$ cat config.mk
export PLATFORM = sky130hd
export DESIGN_NAME = mem_access_ctrl
export DESIGN_NICKNAME = d
export VERILOG_FILES = /design/src/rtl/mem_pkg.sv /design/src/rtl/mem_access_ctrl.sv
export SDC_FILE = /design/constraint.sdc
export NUM_CORES = 1
export LEC_CHECK = 0
export BUFFER_PORTS_ARGS = -buffer_cell sky130_fd_sc_hd__buf_2
export CORE_ASPECT_RATIO = 1.5
export CORE_UTILIZATION = 53
export CTS_CLUSTER_DIAMETER = 100
export DETAILED_ROUTE_END_ITERATION = 10
export GPL_ROUTABILITY_DRIVEN = 0
export GPL_TIMING_DRIVEN = 0
export PLACE_DENSITY = 0.85
export SKIP_LAST_GASP = 1
export SYNTH_ARGS = -nofsm -noshare
export SYNTH_HDL_FRONTEND = slang
export SYNTH_SLANG_ARGS = --single-unit
$ cat constraint.sdc
create_clock -name clk -period 4.4 [get_ports clk]
set_input_delay 0 -clock clk [delete_from_list [all_inputs] [get_ports clk]]
set_output_delay 0 -clock clk [all_outputs]
set_load 0.02 [all_outputs]
$ cat src/rtl/mem_pkg.sv
// Shared definitions for the SRAM access controller: op encodings, FSM
// state encoding and default geometry.
package mem_pkg;

  localparam int ADDR_WIDTH_DEF = 16;
  localparam int DATA_WIDTH_DEF = 16;
  localparam int MEM_DEPTH_DEF  = 32;

  localparam logic [1:0] OP_READ  = 2'b00;
  localparam logic [1:0] OP_WRITE = 2'b01;
  localparam logic [1:0] OP_INC   = 2'b10;
  localparam logic [1:0] OP_RSVD  = 2'b11;

  typedef logic [1:0] state_t;
  localparam state_t ST_IDLE  = 2'd0;
  localparam state_t ST_ISSUE = 2'd1;
  localparam state_t ST_WAIT  = 2'd2;
  localparam state_t ST_WB    = 2'd3;

endpackage

$ cat src/rtl/mem_access_ctrl.sv
// mem_access_ctrl: sequences one CPU request at a time (READ, WRITE, INC)
// onto a single-port synchronous SRAM with active-low write enable and a
// one-cycle registered read.
//
// Ports:
//   clk, rst            clock, async active-high reset
//   req, op, addr, wdata  request (sampled only while idle)
//   busy                high while a request is in flight
//   done                one-cycle completion pulse
//   rdata, zero, err    completion results (valid with done)
//   mem_we_n, mem_addr, mem_wdata  registered SRAM drive
//   mem_rdata           SRAM registered read data
module mem_access_ctrl
  import mem_pkg::*;
#(
  parameter int ADDR_WIDTH = ADDR_WIDTH_DEF,
  parameter int DATA_WIDTH = DATA_WIDTH_DEF,
  parameter int MEM_DEPTH  = MEM_DEPTH_DEF
) (
  input  logic                  clk,
  input  logic                  rst,
  input  logic                  req,
  input  logic [1:0]            op,
  input  logic [ADDR_WIDTH-1:0] addr,
  input  logic [DATA_WIDTH-1:0] wdata,
  output logic                  busy,
  output logic                  done,
  output logic [DATA_WIDTH-1:0] rdata,
  output logic                  zero,
  output logic                  err,
  output logic                  mem_we_n,
  output logic [ADDR_WIDTH-1:0] mem_addr,
  output logic [DATA_WIDTH-1:0] mem_wdata,
  input  logic [DATA_WIDTH-1:0] mem_rdata
);

  // One extra bit so the depth compare stays correct when MEM_DEPTH is a
  // full power of two of the address space.
  localparam logic [ADDR_WIDTH:0] DEPTH_W = (ADDR_WIDTH+1)'(MEM_DEPTH);

  state_t                state_q, state_d;
  logic [1:0]            op_q, op_d;
  logic                  done_q, done_d;
  logic                  err_q, err_d;
  logic                  zero_q, zero_d;
  logic [DATA_WIDTH-1:0] rdata_q, rdata_d;
  logic                  we_n_q, we_n_d;
  logic [ADDR_WIDTH-1:0] addr_q, addr_d;
  logic [DATA_WIDTH-1:0] wdata_q, wdata_d;

  logic                  bad_req;
  logic [DATA_WIDTH-1:0] inc_sum;

  assign bad_req = (op == OP_RSVD) || ({1'b0, addr} >= DEPTH_W);
  assign inc_sum = mem_rdata + 1'b1;

  always_comb begin
    state_d = state_q;
    op_d    = op_q;
    done_d  = 1'b0;
    err_d   = err_q;
    zero_d  = zero_q;
    rdata_d = rdata_q;
    we_n_d  = 1'b1;     // write enable only ever pulses for one cycle
    addr_d  = addr_q;
    wdata_d = wdata_q;
    case (state_q)
      ST_IDLE: begin
        if (req) begin
          addr_d  = addr;
          wdata_d = wdata;
          op_d    = op;
          if (bad_req) begin
            // Rejected in place: no SRAM cycle, rdata kept.
            done_d = 1'b1;
            err_d  = 1'b1;
            zero_d = 1'b0;
          end else begin
            we_n_d  = (op != OP_WRITE);
            state_d = ST_ISSUE;
          end
        end
      end
      ST_ISSUE: begin
        if (op_q == OP_WRITE) begin
          // SRAM commits on this edge.
          done_d  = 1'b1;
          err_d   = 1'b0;
          zero_d  = 1'b0;
          state_d = ST_IDLE;
        end else begin
          // SRAM registers mem[addr] on this edge.
          state_d = ST_WAIT;
        end
      end
      ST_WAIT: begin
        if (op_q == OP_INC) begin
          wdata_d = inc_sum;
          rdata_d = inc_sum;
          zero_d  = (inc_sum == '0);
          we_n_d  = 1'b0;
          state_d = ST_WB;
        end else begin
          rdata_d = mem_rdata;
          done_d  = 1'b1;
          err_d   = 1'b0;
          zero_d  = 1'b0;
          state_d = ST_IDLE;
        end
      end
      ST_WB: begin
        done_d  = 1'b1;
        err_d   = 1'b0;
        state_d = ST_IDLE;
      end
      default: state_d = ST_IDLE;
    endcase
  end

  always_ff @(posedge clk or posedge rst) begin
    if (rst) begin
      state_q <= ST_IDLE;
      op_q    <= OP_READ;
      done_q  <= 1'b0;
      err_q   <= 1'b0;
      zero_q  <= 1'b0;
      rdata_q <= '0;
      we_n_q  <= 1'b1;
      addr_q  <= '0;
      wdata_q <= '0;
    end else begin
      state_q <= state_d;
      op_q    <= op_d;
      done_q  <= done_d;
      err_q   <= err_d;
      zero_q  <= zero_d;
      rdata_q <= rdata_d;
      we_n_q  <= we_n_d;
      addr_q  <= addr_d;
      wdata_q <= wdata_d;
    end
  end

  assign busy      = (state_q != ST_IDLE);
  assign done      = done_q;
  assign err       = err_q;
  assign zero      = zero_q;
  assign rdata     = rdata_q;
  assign mem_we_n  = we_n_q;
  assign mem_addr  = addr_q;
  assign mem_wdata = wdata_q;

endmodule

Yosys cells after proc, flatten, opt, wreduce, memory -nomap -nowiden
Index checks and enable logic that the tools add are counted.
{"block": "word_totals", "reg_bits": 56, "in_bits": 53, "out_inout_bits": 53, "elab_cells": 61}
{"block": "op_classes", "addsub": 1, "magnitude_cmp": 1, "n_eq_ne": 13, "n_mux": 26, "n_reduce_logical": 11}
{"op": "$mux 16", "n": 3}
{"op": "$pmux 16 s2", "n": 1}
{"op": "$add 16x1->16 const B", "n": 1}
{"op": "$ge 16x6->1 const B", "n": 1}
{"op": "$logic_not 16->1", "n": 1}
{"op": "$mux 1", "n": 13}
{"op": "$ne 2x2->1 const B", "n": 6}
{"op": "$eq 2x2->1 const B", "n": 4}
{"op": "$mux 2", "n": 4}
{"op": "$pmux 1 s4", "n": 2}
{"op": "$pmux 2 s4", "n": 1}
{"op": "$reduce_and 4->1", "n": 2}
{"op": "$eq 2x1->1 const B", "n": 2}
{"op": "$reduce_and 2->1", "n": 2}
{"op": "$reduce_bool 2->1", "n": 2}
{"op": "$pmux 1 s3", "n": 1}
{"op": "$reduce_and 3->1", "n": 1}
{"op": "$reduce_bool 3->1", "n": 1}
{"op": "$logic_not 2->1", "n": 1}
{"op": "$ne 2x1->1 const B", "n": 1}
{"op": "$pmux 1 s2", "n": 1}
{"op": "$logic_or 1x1->1", "n": 1}

Depth between registers and ports, before layout
Gate-level depths: netlist of the first run.
{"block": "logic_depth", "ltp_word": 5, "ltp_mapped": 7, "mapped_depth_nobuf": 6}

Worst setup path after synthesis of the first run
No wires, ideal clock.
{"block": "synth_path", "path_type": "reg-to-reg", "startpoint": "reg op_q[0]", "endpoint": "reg rdata_q[12] (netlist: rdata[12])", "setup_time_ns": 0.135, "arrival_ns": 1.596, "required_ns": 4.265, "slack_ns": 2.669, "path_stages_with_launch": 7, "n_path_buf": 1, "period_less_slack_ns": 1.731, "cell_sequence": "dfrtp_1 -> nand2b_1 -> clkbuf_1 -> or3_2 -> nor3_1 -> xnor2_1 -> o21ai_0"}
{"block": "synth_via", "elab_chain_cells": 2}
{"item": "start, declared", "line_no": "mem_access_ctrl.sv:42", "source": "logic [1:0] op_q, op_d;"}
{"item": "start signal, assigned", "line_no": "mem_access_ctrl.sv:133", "source": "op_q <= op_d;"}
{"item": "$eq 2x2->1", "line_no": "mem_access_ctrl.sv:97", "source": "if (op_q == OP_INC) begin"}
{"item": "$mux 16", "line_no": "mem_access_ctrl.sv:97"}
{"item": "end signal, assigned", "line_no": "mem_access_ctrl.sv:137", "source": "rdata_q <= rdata_d;"}
{"item": "end, declared", "line_no": "mem_access_ctrl.sv:46", "source": "logic [DATA_WIDTH-1:0] rdata_q, rdata_d;"}
No other way between the ends.
A chain may end at the register's enable or synchronous reset.

Final worst setup path of the first run
{"block": "layout_path", "startpoint": "in mem_rdata[1]", "endpoint": "reg wdata_q[14] (netlist: mem_wdata[14])"}
{"block": "layout_via", "elab_chain_cells": 3}
{"item": "start, declared", "line_no": "mem_access_ctrl.sv:34", "source": "input logic [DATA_WIDTH-1:0] mem_rdata"}
{"item": "$add 16x1->16", "line_no": "mem_access_ctrl.sv:55", "source": "assign inc_sum = mem_rdata + 1'b1;"}
{"item": "$mux 16", "line_no": "mem_access_ctrl.sv:97"}
{"item": "$pmux 16 s2", "line_no": "mem_access_ctrl.sv:67", "source": "case (state_q)"}
{"item": "end signal, assigned", "line_no": "mem_access_ctrl.sv:140", "source": "wdata_q <= wdata_d;"}
{"item": "end, declared", "line_no": "mem_access_ctrl.sv:49", "source": "logic [DATA_WIDTH-1:0] wdata_q, wdata_d;"}
No other way between the ends. The select of a mux whose other input is x is not followed.

==> impl_metrics.py, run 1 <==
metrics = {
    "routing": {
        "drt_iter0_drc": 139,
        "vias": 2864,
        "antenna_left": 0,
        "post_drt_via_cell_ratio": 5.304,
        "wirelength_um": 7759,
        "wl_per_cell_um": 14.37,
        "first_pass_iters": 4,
        "drc": 0,
    },
    "logic_synthesis": {
        "synthAdderAreaFrac_pct": 0.4294,
        "synth_cell_types": 45,
        "synthXorXnorAreaFrac_pct": 8.416,
        "yosys.area_share.simple_pct": 24.82,
        "synth_top_area_share_pct": 47.23,
        "synth_top_family_by_area": "simple AND/OR/NAND/NOR gates",
        "syn_nets": 392,
        "ys_ff_latch": 56,
        "seq_area_frac_synth_pct": 48.13,
        "syn_area_per_cell_um2": 8.621,
        "synth-compound-area-share_pct": 11.72,
        "async_flop_share_pct": 100.0,
        "synth_area_um2": 2914,
        "synth_flop_cell": "dfrtp_1",
        "synth_edf_count": 0,
        "yosysTopAreaCell": "dfrtp_1",
        "yosys_warnings": 0,
        "synth_area_leaders": "dfrtp_1, nand2_1, xnor2_1, o21ai_0, nor2_1",
        "synthMuxAreaShare_pct": 2.447,
        "syn_inst": 338,
    },
    "floorplanning": {
        "rows": 32,
        "die_w_um": 62.55,
        "core_area_um2": 5205,
        "io_pins": 106,
        "die_y_um": 92.82,
        "dieArea_um2": 5805,
        "start_util_pct": 55.99,
    },
    "critical_path": {
        "worst-path-max-fanout": 8,
        "path_buf_inv": 3,
        "crit_chain": "dlygate4sd3_1 -> buf_2 -> ha_1 -> nand3_2 -> or4_1 -> buf_2 -> or3_1 -> a31o_1 -> o21ai_2",
        "cp_data_required_time_ns": 4.64,
        "worst_ep_arrival_time_ns": 2.42,
        "crit_family": "simple AND/OR/NAND/NOR gates",
        "crit_top_cell": "buf_2",
        "start_kind": "input pin",
        "cp-end-kind": "flop",
        "crit_slowest_cell": "dlygate4sd3_1",
        "slowest_delay_ns": 0.53,
        "crit_type": "input pin to flop",
    },
    "global_route": {
        "gr-total-overflow": 0,
        "grt_max_degree": 34,
        "grt.total_usage_pct": 29.09,
        "grt_pass1_wl_um": 13080,
        "grt_pass1_vias": 2926,
        "antenna_found_initial": 0,
    },
    "place": {
        "io_buffers": 98,
        "dp_hpwl_um": 5601,
    },
    "layout": {
        "ff_latch_area_um2": 1403,
        "fin_nets": 525,
        "nFillCells": 424,
        "fin_util_pct": 74.18,
        "layout_common_cells": "buf_2, nand2_1, dfrtp_1",
        "final_common_cell": "buf_2",
        "multi_input_area_um2": 1394,
        "syn_to_final_growth_pct": 32.50,
        "n_antenna_cell": 0,
        "drive_above_1_share_pct": 26.48,
    },
    "timing": {
        "fmax_mhz": 457.6,
        "slew_headroom_pct": 62.98,
        "finalSetupViolCount": 0,
        "slew_viol_final": 0,
        "fin_crit_ns": 2.185,
        "tns_ns": 0,
        "holdWs_ns": -0.0005749,
        "rsz0062_at_grt": "false",
        "tightest_slew_ns": 0.5553,
        "finalHoldViolCount": 1,
        "post-route-period-util_pct": 49.67,
        "finClkSkew_ns": 0.004709,
    },
    "clocking": {
        "clock_latency_ns": 0.31,
        "htreeDepth": 2,
        "tritoncts": "done",
        "clkTransAtPathRegs_ns": 0.09,
        "cts_made_buffers": 5,
        "clockBufferDepth": 2,
        "clkSinkCount": 56,
        "cts_setup_buffers": 0,
        "clock-root-buffer": "clkbuf_8",
    },
    "pwr": {
        "p_leak_nw": 1.858,
        "p_per_area_nw_per_um2": 279.3,
        "ir_drop_uv": 256.7,
    },
    "run": {
        "max_cap_viol_count": 0,
    },
    "outcome": {
        "status": "finished, violations left",
        "violations": "hold timing",
    },
    "hold_path": {
        "hold_class": "input pin to flop",
    },
}
==> path summary, 6_finish.rpt <==
| path | slack, ns | cells past startpoint | startpoint | to |
|---|---|---|---|---|
| max | 2.21 | 9 | mem_rdata[1] | mem_wdata[14]$_DFFE_PP0P_ |
| min | -0.0006 | 3 | wdata[11] | mem_wdata[11]$_DFFE_PP0P_ |
| max reg2reg | 2.23 | 7 | state_q[0]$_DFFE_PP0P_ | mem_wdata[6]$_DFFE_PP0P_ |
| min reg2reg | 0.47 | 2 | mem_addr[0]$_DFFE_PP0P_ | mem_addr[0]$_DFFE_PP0P_ |
| max in group asynchronous | 3.51 | 4 | rst | mem_we_n$_DFF_PP1_ |
| min in group asynchronous | 0.27 | 3 | rst | rdata[15]$_DFFE_PP0P_ |
==> routing by layer <==
metal	GRT usage [%]	wire, µm	vias to the layer above
met5	0	0	-
li1	-	-	1390
met1	30.53	2851	1335
met4	13.95	278	0
met3	5.419	468	25
met2	54.71	4161	114
==> registers in the layout, indices dropped and copies added (netlist names) <==
name       count
mem_addr      16
mem_wdata     16
rdata         16
op_q           2
state_q        2
done           1
err            1
mem_we_n       1
zero           1
==> tightest hold or removal path: cells and delay by family <==
family                 cells  cell delay (ns)
muxes                      1             0.05
AOI/OAI and AO/OA          1             0.14
buffers and inverters      1             0.08
==> through the flow <==
stage / power [mW] / cells / hold WS [ns] / area [µm²] / worst slack, ns
2_1_floorplan: 0.7079 / 338 / 0.1054 / 2914 / 2.669
3_3_place_gp: 0.7878 / 504 / 0.1899 / 3490 / 2.369
3_5_place_dp: 0.7960 / 505 / 0.06809 / 3510 / 2.301
4_1_cts: 1.082 / 540 / 0.004088 / 3861 / 2.248
5_1_grt: 1.127 / 540 / 0.01670 / 3861 / 2.021
6_report: 1.078 / 540 / -0.0005749 / 3861 / 2.215
==> cell type report <==
type | instances | share of cell area, %
Buffer | 23 | 2.463
Multi-Input combinational cell | 253 | 36.10
Clock buffer | 7 | 1.977
Sequential cell | 56 | 36.33
Inverter | 6 | 0.5833
Tap cell | 68 | 2.204
Timing Repair Buffer | 126 | 20.22
Clock inverter | 1 | 0.1296
==> cells by family after synthesis <==
| group | after synthesis |
|---|---|
| buffers and inverters | 29 |
| and+or+nand+nor | 161 |
| adders and majority gates | 1 |
| AOI/OAI and AO/OA | 56 |
| xor gates and xnor gates | 28 |
| muxes | 7 |
| DFF | 56 |
==> cells in the mapped netlist, types with 4 or more instances <==
cell type,count
nand2_1,93
dfrtp_1,55
o21ai_0,30
nor2_1,26
xnor2_1,24
clkbuf_1,16
nor3_1,11
a21oi_1,6
buf_2,6
inv_1,6
mux2i_1,6
nor4_1,5
a211oi_1,4
a21o_1,4
xor2_1,4
==> power by group <==
| part | leakage (nW) | total [mW] | internal (mW) | switching [mW] |
|---|---|---|---|---|
| Clock | 0.0422 | 0.272 | 0.112 | 0.160 |
| Sequential | 0.673 | 0.569 | 0.550 | 0.0193 |
| Combinational | 1.14 | 0.237 | 0.0944 | 0.143 |
| Total | 1.86 | 1.08 | 0.756 | 0.322 |
==> repair_timing <==
action,in CTS,in global routing
endpoints found under the setup margin,0,0
endpoints found under the hold margin,50,0
hold buffers,27,0
gates resized for setup,0,0
(Power assumes the default switching activity.)
==> run 2: changes to the inputs <==
--- a/config.mk
+++ b/config.mk
@@ -7,12 +7,12 @@
 export LEC_CHECK = 0
 export BUFFER_PORTS_ARGS = -buffer_cell sky130_fd_sc_hd__buf_2
 export CORE_ASPECT_RATIO = 1.5
-export CORE_UTILIZATION = 53
+export CORE_UTILIZATION = 50
 export CTS_CLUSTER_DIAMETER = 100
 export DETAILED_ROUTE_END_ITERATION = 10
 export GPL_ROUTABILITY_DRIVEN = 0
 export GPL_TIMING_DRIVEN = 0
-export PLACE_DENSITY = 0.85
+export PLACE_DENSITY = 0.81
 export SKIP_LAST_GASP = 1
 export SYNTH_ARGS = -nofsm -noshare
 export SYNTH_HDL_FRONTEND = slang
==> constraint.sdc (replaced) <==
create_clock -name clk -period 2.1 [get_ports clk]
set_input_delay 0 -clock clk [delete_from_list [all_inputs] [get_ports clk]]
set_output_delay 0 -clock clk [all_outputs]
set_load 0.02 [all_outputs]
==> impl_metrics.py, run 2 (same netlist as run 1, synthesis figures left out) <==
metrics = {
    "hold_path": {
        "hold_class": "input pin to flop",
        "hold_start": "wdata[1]",
    },
    "routing": {
        "vias": 2835,
        "wl_per_cell_um": 14.31,
        "antenna_left": 0,
        "drt_iter0_drc": 192,
        "drc": 0,
        "first_pass_iters": 4,
        "post_drt_via_cell_ratio": 5.240,
        "wirelength_um": 7742,
    },
    "floorplanning": {
        "core_area_um2": 5533,
        "io_pins": 106,
        "dieArea_um2": 6144,
        "die_w_um": 64.33,
        "start_util_pct": 52.67,
        "rows": 33,
        "die_y_um": 95.50,
    },
    "global_route": {
        "grt.total_usage_pct": 27.04,
        "grt_pass1_vias": 2792,
        "grt_max_degree": 32,
        "antenna_found_initial": 0,
        "gr-total-overflow": 0,
        "grt_pass1_wl_um": 12590,
    },
    "layout": {
        "syn_to_final_growth_pct": 33.02,
        "multi_input_area_um2": 1395,
        "fin_util_pct": 70.06,
        "fin_nets": 524,
        "ff_latch_area_um2": 1403,
        "n_antenna_cell": 0,
        "layout_common_cells": "buf_2, nand2_1, dfrtp_1",
        "final_common_cell": "buf_2",
        "design_area_um2": 3876,
        "drive_above_1_share_pct": 27.39,
        "nFillCells": 470,
    },
    "pwr": {
        "p_per_area_nw_per_um2": 594.8,
        "ir_drop_uv": 361.6,
        "p_leak_nw": 1.866,
    },
    "clocking": {
        "clockBufferDepth": 2,
        "tritoncts": "done",
        "cts_made_buffers": 5,
        "cts_setup_buffers": 0,
        "clock-root-buffer": "clkbuf_8",
        "clock_latency_ns": 0.31,
        "clkSinkCount": 56,
        "clkTransAtPathRegs_ns": 0.10,
        "htreeDepth": 2,
    },
    "critical_path": {
        "rrSetupSlack_ns": 0.15,
        "cp-end-kind": "flop",
        "crit_type": "flop to flop",
        "worst_ep_arrival_time_ns": 2.15,
        "rr_worst_depth": 6,
        "worstReg2RegStart": "op_q[0]$_DFFE_PP0P_",
        "endpoint": "rdata[12]$_DFFE_PP0P_",
        "startpoint": "op_q[0]$_DFFE_PP0P_",
        "r2r_end": "rdata[12]$_DFFE_PP0P_",
        "cp_data_required_time_ns": 2.29,
        "worst-path-max-fanout": 10,
        "start_kind": "flop",
    },
    "place": {
        "post_dp_cell_area_um2": 3512,
        "io_buffers": 98,
        "dp_hpwl_um": 5589,
    },
    "timing": {
        "finClkSkew_ns": 0.004832,
        "finalSetupViolCount": 0,
        "tns_ns": 0,
        "tightest_slew_ns": 0.6564,
        "finalHoldViolCount": 0,
        "slew_viol_final": 0,
        "fmax_mhz": 511.8,
        "rsz0062_at_grt": "false",
        "fin_crit_ns": 1.954,
        "post-route-period-util_pct": 93.05,
        "slew_headroom_pct": 56.17,
    },
    "run": {
        "max_cap_viol_count": 0,
    },
    "outcome": {
        "status": "completed",
    },
}
run 2: timing repair:
item / 4_1_cts / 5_1_grt
resized for setup: 0 / 5
endpoints found under the setup margin: 4 / 16
endpoints found under the hold margin: 56 / 0
hold buffers: 27 / 0
run 2: worst min path at each step:
stage                                endpoint  slack (ns)  cells after the start
finish               mem_wdata[1]$_DFFE_PP0P_        0.01                      3
global route        mem_wdata[12]$_DFFE_PP0P_        0.01                      3
CTS                 mem_wdata[12]$_DFFE_PP0P_       0.005                      3
detailed placement             done$_DFF_PP0_        0.14                      2
global placement      mem_addr[2]$_DFFE_PP0P_        0.19                      3
floorplan             mem_addr[0]$_DFFE_PP0P_        0.11                      2
run 2: worst max-delay path, cell delays in order (launching register included):
cell and delay (ns):
dfrtp_1 0.41, nand2b_1 0.16, clkbuf_1 0.25, or3_2 0.58
nor3_1 0.20, xnor2_1 0.14, o21ai_0 0.08
run 2: metal layers:
| metal | up-vias | routed length [µm] | track usage [%] |
|---|---|---|---|
| met5 | - | 0 | 0 |
| met4 | 0 | 200 | 11.48 |
| met3 | 15 | 434 | 5.024 |
| met2 | 97 | 4192 | 50.96 |
| met1 | 1335 | 2915 | 29.01 |
| li1 | 1388 | - | - |
run 2: stage by stage:
stage	power (mW)	instances	hold WS, ns	worst slack [ns]
finish	2.306	541	0.009562	0.1460
global route	2.412	541	0.01015	0.03198
CTS	2.309	541	0.005410	0.08517
detailed placement	1.668	507	0.1366	0.009398
global placement	1.652	506	0.1942	0.03185
floorplan	1.483	338	0.1054	0.3692
run 2: final cells by class:
| class | instances | area share, % |
|---|---|---|
| Inverter | 6 | 0.5810 |
| Clock inverter | 1 | 0.1937 |
| Timing Repair Buffer | 126 | 20.14 |
| Clock buffer | 7 | 2.227 |
| Tap cell | 70 | 2.260 |
| Buffer | 22 | 2.421 |
| Multi-Input combinational cell | 253 | 35.99 |
| Sequential cell | 56 | 36.18 |
run 2: power breakdown:
part | switching [mW] | internal [mW] | leakage (nW) | total (mW)
logic | 0.299 | 0.198 | 1.15 | 0.497
registers | 0.0395 | 1.15 | 0.673 | 1.19
clock network | 0.348 | 0.269 | 0.0445 | 0.617
total | 0.687 | 1.62 | 1.87 | 2.31
==> run 3: changes to the inputs <==
--- a/config.mk
+++ b/config.mk
@@ -5,14 +5,14 @@
 export SDC_FILE = /design/constraint.sdc
 export NUM_CORES = 1
 export LEC_CHECK = 0
+export ABC_AREA = 1
 export BUFFER_PORTS_ARGS = -buffer_cell sky130_fd_sc_hd__buf_2
 export CORE_ASPECT_RATIO = 1.5
 export CORE_UTILIZATION = 50
 export CTS_CLUSTER_DIAMETER = 100
 export DETAILED_ROUTE_END_ITERATION = 10
-export GPL_ROUTABILITY_DRIVEN = 0
 export GPL_TIMING_DRIVEN = 0
-export PLACE_DENSITY = 0.81
+export PLACE_DENSITY = 0.8
 export SKIP_LAST_GASP = 1
 export SYNTH_ARGS = -nofsm -noshare
 export SYNTH_HDL_FRONTEND = slang
==> impl_metrics.py, run 3 <==
metrics = {
    "global_route": {
        "grt_max_degree": 39,
        "grt_pass1_wl_um": 14170,
        "gr-total-overflow": 0,
        "grt.total_usage_pct": 30.78,
        "grt_pass1_vias": 3116,
        "antenna_found_initial": 0,
    },
    "critical_path": {
        "rr_worst_depth": 6,
        "cp_data_required_time_ns": 2.36,
        "worst_ep_arrival_time_ns": 1.95,
        "start_kind": "input pin",
        "crit_type": "input pin to flop",
        "worst-path-max-fanout": 7,
        "rrSetupSlack_ns": 0.44,
        "cp-end-kind": "flop",
    },
    "logic_synthesis": {
        "synth_edf_count": 0,
        "seq_area_frac_synth_pct": 47.60,
        "synth-compound-area-share_pct": 11.30,
        "synthXorXnorAreaFrac_pct": 0.2972,
        "synth_area_um2": 2947,
        "async_flop_share_pct": 100.0,
        "synth_top_area_share_pct": 46.71,
        "yosys.area_share.simple_pct": 34.23,
        "syn_area_per_cell_um2": 7.653,
        "ys_ff_latch": 56,
        "yosys_warnings": 0,
        "syn_nets": 439,
        "synth_common_cells": "nand2_1, dfrtp_1, nor2_1",
        "syn_inst": 385,
        "synth_cell_types": 30,
        "yosysMostFrequentCell": "nand2_1",
        "synth_area_leaders": "dfrtp_1, nand2_1, nor2_1, a21oi_1, inv_1",
        "synth_flop_cell": "dfrtp_1",
        "synth_top_family_by_area": "simple AND/OR/NAND/NOR gates",
        "synthMuxAreaShare_pct": 0,
        "synthAdderAreaFrac_pct": 0.4246,
        "yosysTopAreaCell": "dfrtp_1",
    },
    "timing": {
        "rsz0062_at_grt": "false",
        "finalHoldViolCount": 0,
        "tightest_slew_ns": 0.5137,
        "finalSetupViolCount": 0,
        "finClkSkew_ns": 0.003048,
        "slew_headroom_pct": 65.75,
        "tns_ns": 0,
        "post-route-period-util_pct": 80.27,
        "fin_crit_ns": 1.686,
        "layout_setup_ws_ns": 0.4142,
        "slew_viol_final": 0,
        "fmax_mhz": 593.2,
        "holdWs_ns": 0.006369,
    },
    "clocking": {
        "tritoncts": "done",
        "clkSinkCount": 56,
        "clock_latency_ns": 0.32,
        "cts_made_buffers": 5,
        "cts_setup_buffers": 0,
        "cts_resized": 0,
        "clockBufferDepth": 2,
        "clock-root-buffer": "clkbuf_8",
        "clkTransAtPathRegs_ns": 0.10,
        "htreeDepth": 2,
    },
    "pwr": {
        "ir_drop_uv": 502.9,
        "p_leak_nw": 2.065,
        "power_mw": 2.751,
        "p_per_area_nw_per_um2": 681.5,
    },
    "run": {
        "max_cap_viol_count": 0,
    },
    "place": {
        "dp_hpwl_um": 6446,
        "dp_cells": 561,
        "place_ws_ns": 0.4758,
        "io_buffers": 105,
        "place_congestion": 0.9417,
        "post_dp_cell_area_um2": 3580,
    },
    "routing": {
        "drt_iter0_drc": 178,
        "first_pass_iters": 4,
        "drc": 0,
        "post_drt_via_cell_ratio": 5.236,
        "wl_per_cell_um": 14.62,
        "wirelength_um": 8860,
        "antenna_left": 0,
        "vias": 3173,
    },
    "layout": {
        "n_antenna_cell": 0,
        "drive_above_1_share_pct": 28.17,
        "ff_latch_area_um2": 1403,
        "fin_cells": 606,
        "design_area_um2": 4036,
        "layout_common_cells": "nand2_1, buf_2, dfrtp_1",
        "multi_input_area_um2": 1363,
        "fin_util_pct": 72.41,
        "final_common_cell": "nand2_1",
        "fin_nets": 589,
        "nFillCells": 452,
        "syn_to_final_growth_pct": 36.99,
    },
    "hold_path": {
        "hold_class": "input pin to flop",
        "worstHoldPathCells": 3,
    },
    "floorplanning": {
        "die_w_um": 64.68,
        "die_y_um": 96.02,
        "io_pins": 106,
        "rows": 33,
        "dieArea_um2": 6211,
        "core_area_um2": 5574,
        "start_util_pct": 52.86,
    },
    "outcome": {
        "status": "completed",
    },
}
## run 3: cell types whose count changed after synthesis, sizes merged, moves of 5 or more
cell / before / now
mux2i: 6 / 0
nand3: 5 / 19
nor4: 5 / 0
nand2: 93 / 144
o211ai: 0 / 7
nor3: 11 / 2
nor2: 26 / 49
xnor2: 24 / 0
o21ai: 31 / 18
a21oi: 6 / 26
inv: 6 / 35
clkbuf: 17 / 6
## run 3: layer usage
| layer | vias up | wire length (µm) | global-route usage [%] | share of wire (%) |
|---|---|---|---|---|
| met5 | - | 0 | 0 | 0 |
| li1 | 1543 | - | - | - |
| met2 | 131 | 4745 | 58.68 | 54 |
| met4 | 0 | 357 | 17.78 | 4.0 |
| met1 | 1474 | 3327 | 31.78 | 38 |
| met3 | 25 | 429 | 3.910 | 4.8 |
## run 3: layout make-up
type / instances / area share (%)
Clock inverter: 2 / 0.3410
Multi-Input combinational cell: 284 / 33.76
Sequential cell: 56 / 34.75
Tap cell: 70 / 2.170
Clock buffer: 6 / 1.798
Inverter: 35 / 3.317
Timing Repair Buffer: 143 / 22.69
Buffer: 10 / 1.178
## run 3: cell families (layout without fill, tap and decap cells)
family,Yosys count,in the layout
flops,56,56
xor+xnor,1,1
simple gates,223,223
buf+inv,45,196
fa+ha+maj,1,1
compound gates,59,59
## run 3: worst max-delay path, stage by stage
cell           delay, ns
dlygate4sd3_1       0.54
buf_2               0.16
ha_1                0.22
nand2_2             0.11
nor2_4              0.18
nand3_1             0.10
nand2_1             0.06
nand2_1             0.10
inv_1               0.14
nand3_1             0.08
nor2_1              0.13
nand2_1             0.07
nand2_1             0.06
## run 3: timing repair
action | CTS | global route
hold endpoints to repair | 55 | 0
endpoints found under the setup margin | 0 | 0
hold buffers | 37 | 0
## run 3: worst paths after layout
| kind | start | end |
|---|---|---|
| max in group asynchronous | rst | mem_we_n$_DFF_PP1_ |
| worst min register to register | mem_addr[2]$_DFFE_PP0P_ | mem_addr[2]$_DFFE_PP0P_ |
| worst max-delay path | mem_rdata[1] | zero$_DFFE_PP0P_ |
| min in group asynchronous | rst | mem_addr[7]$_DFFE_PP0P_ |
| worst max register to register | state_q[1]$_DFFE_PP0P_ | rdata[12]$_DFFE_PP0P_ |
| worst min-delay path | wdata[14] | mem_wdata[14]$_DFFE_PP0P_ |
## run 3: power breakdown
part	switching [mW]	internal, mW	leakage, nW
clock	0.369	0.239	0.0456
sequential	0.0917	1.24	0.662
combinational	0.502	0.312	1.36
total	0.963	1.79	2.07
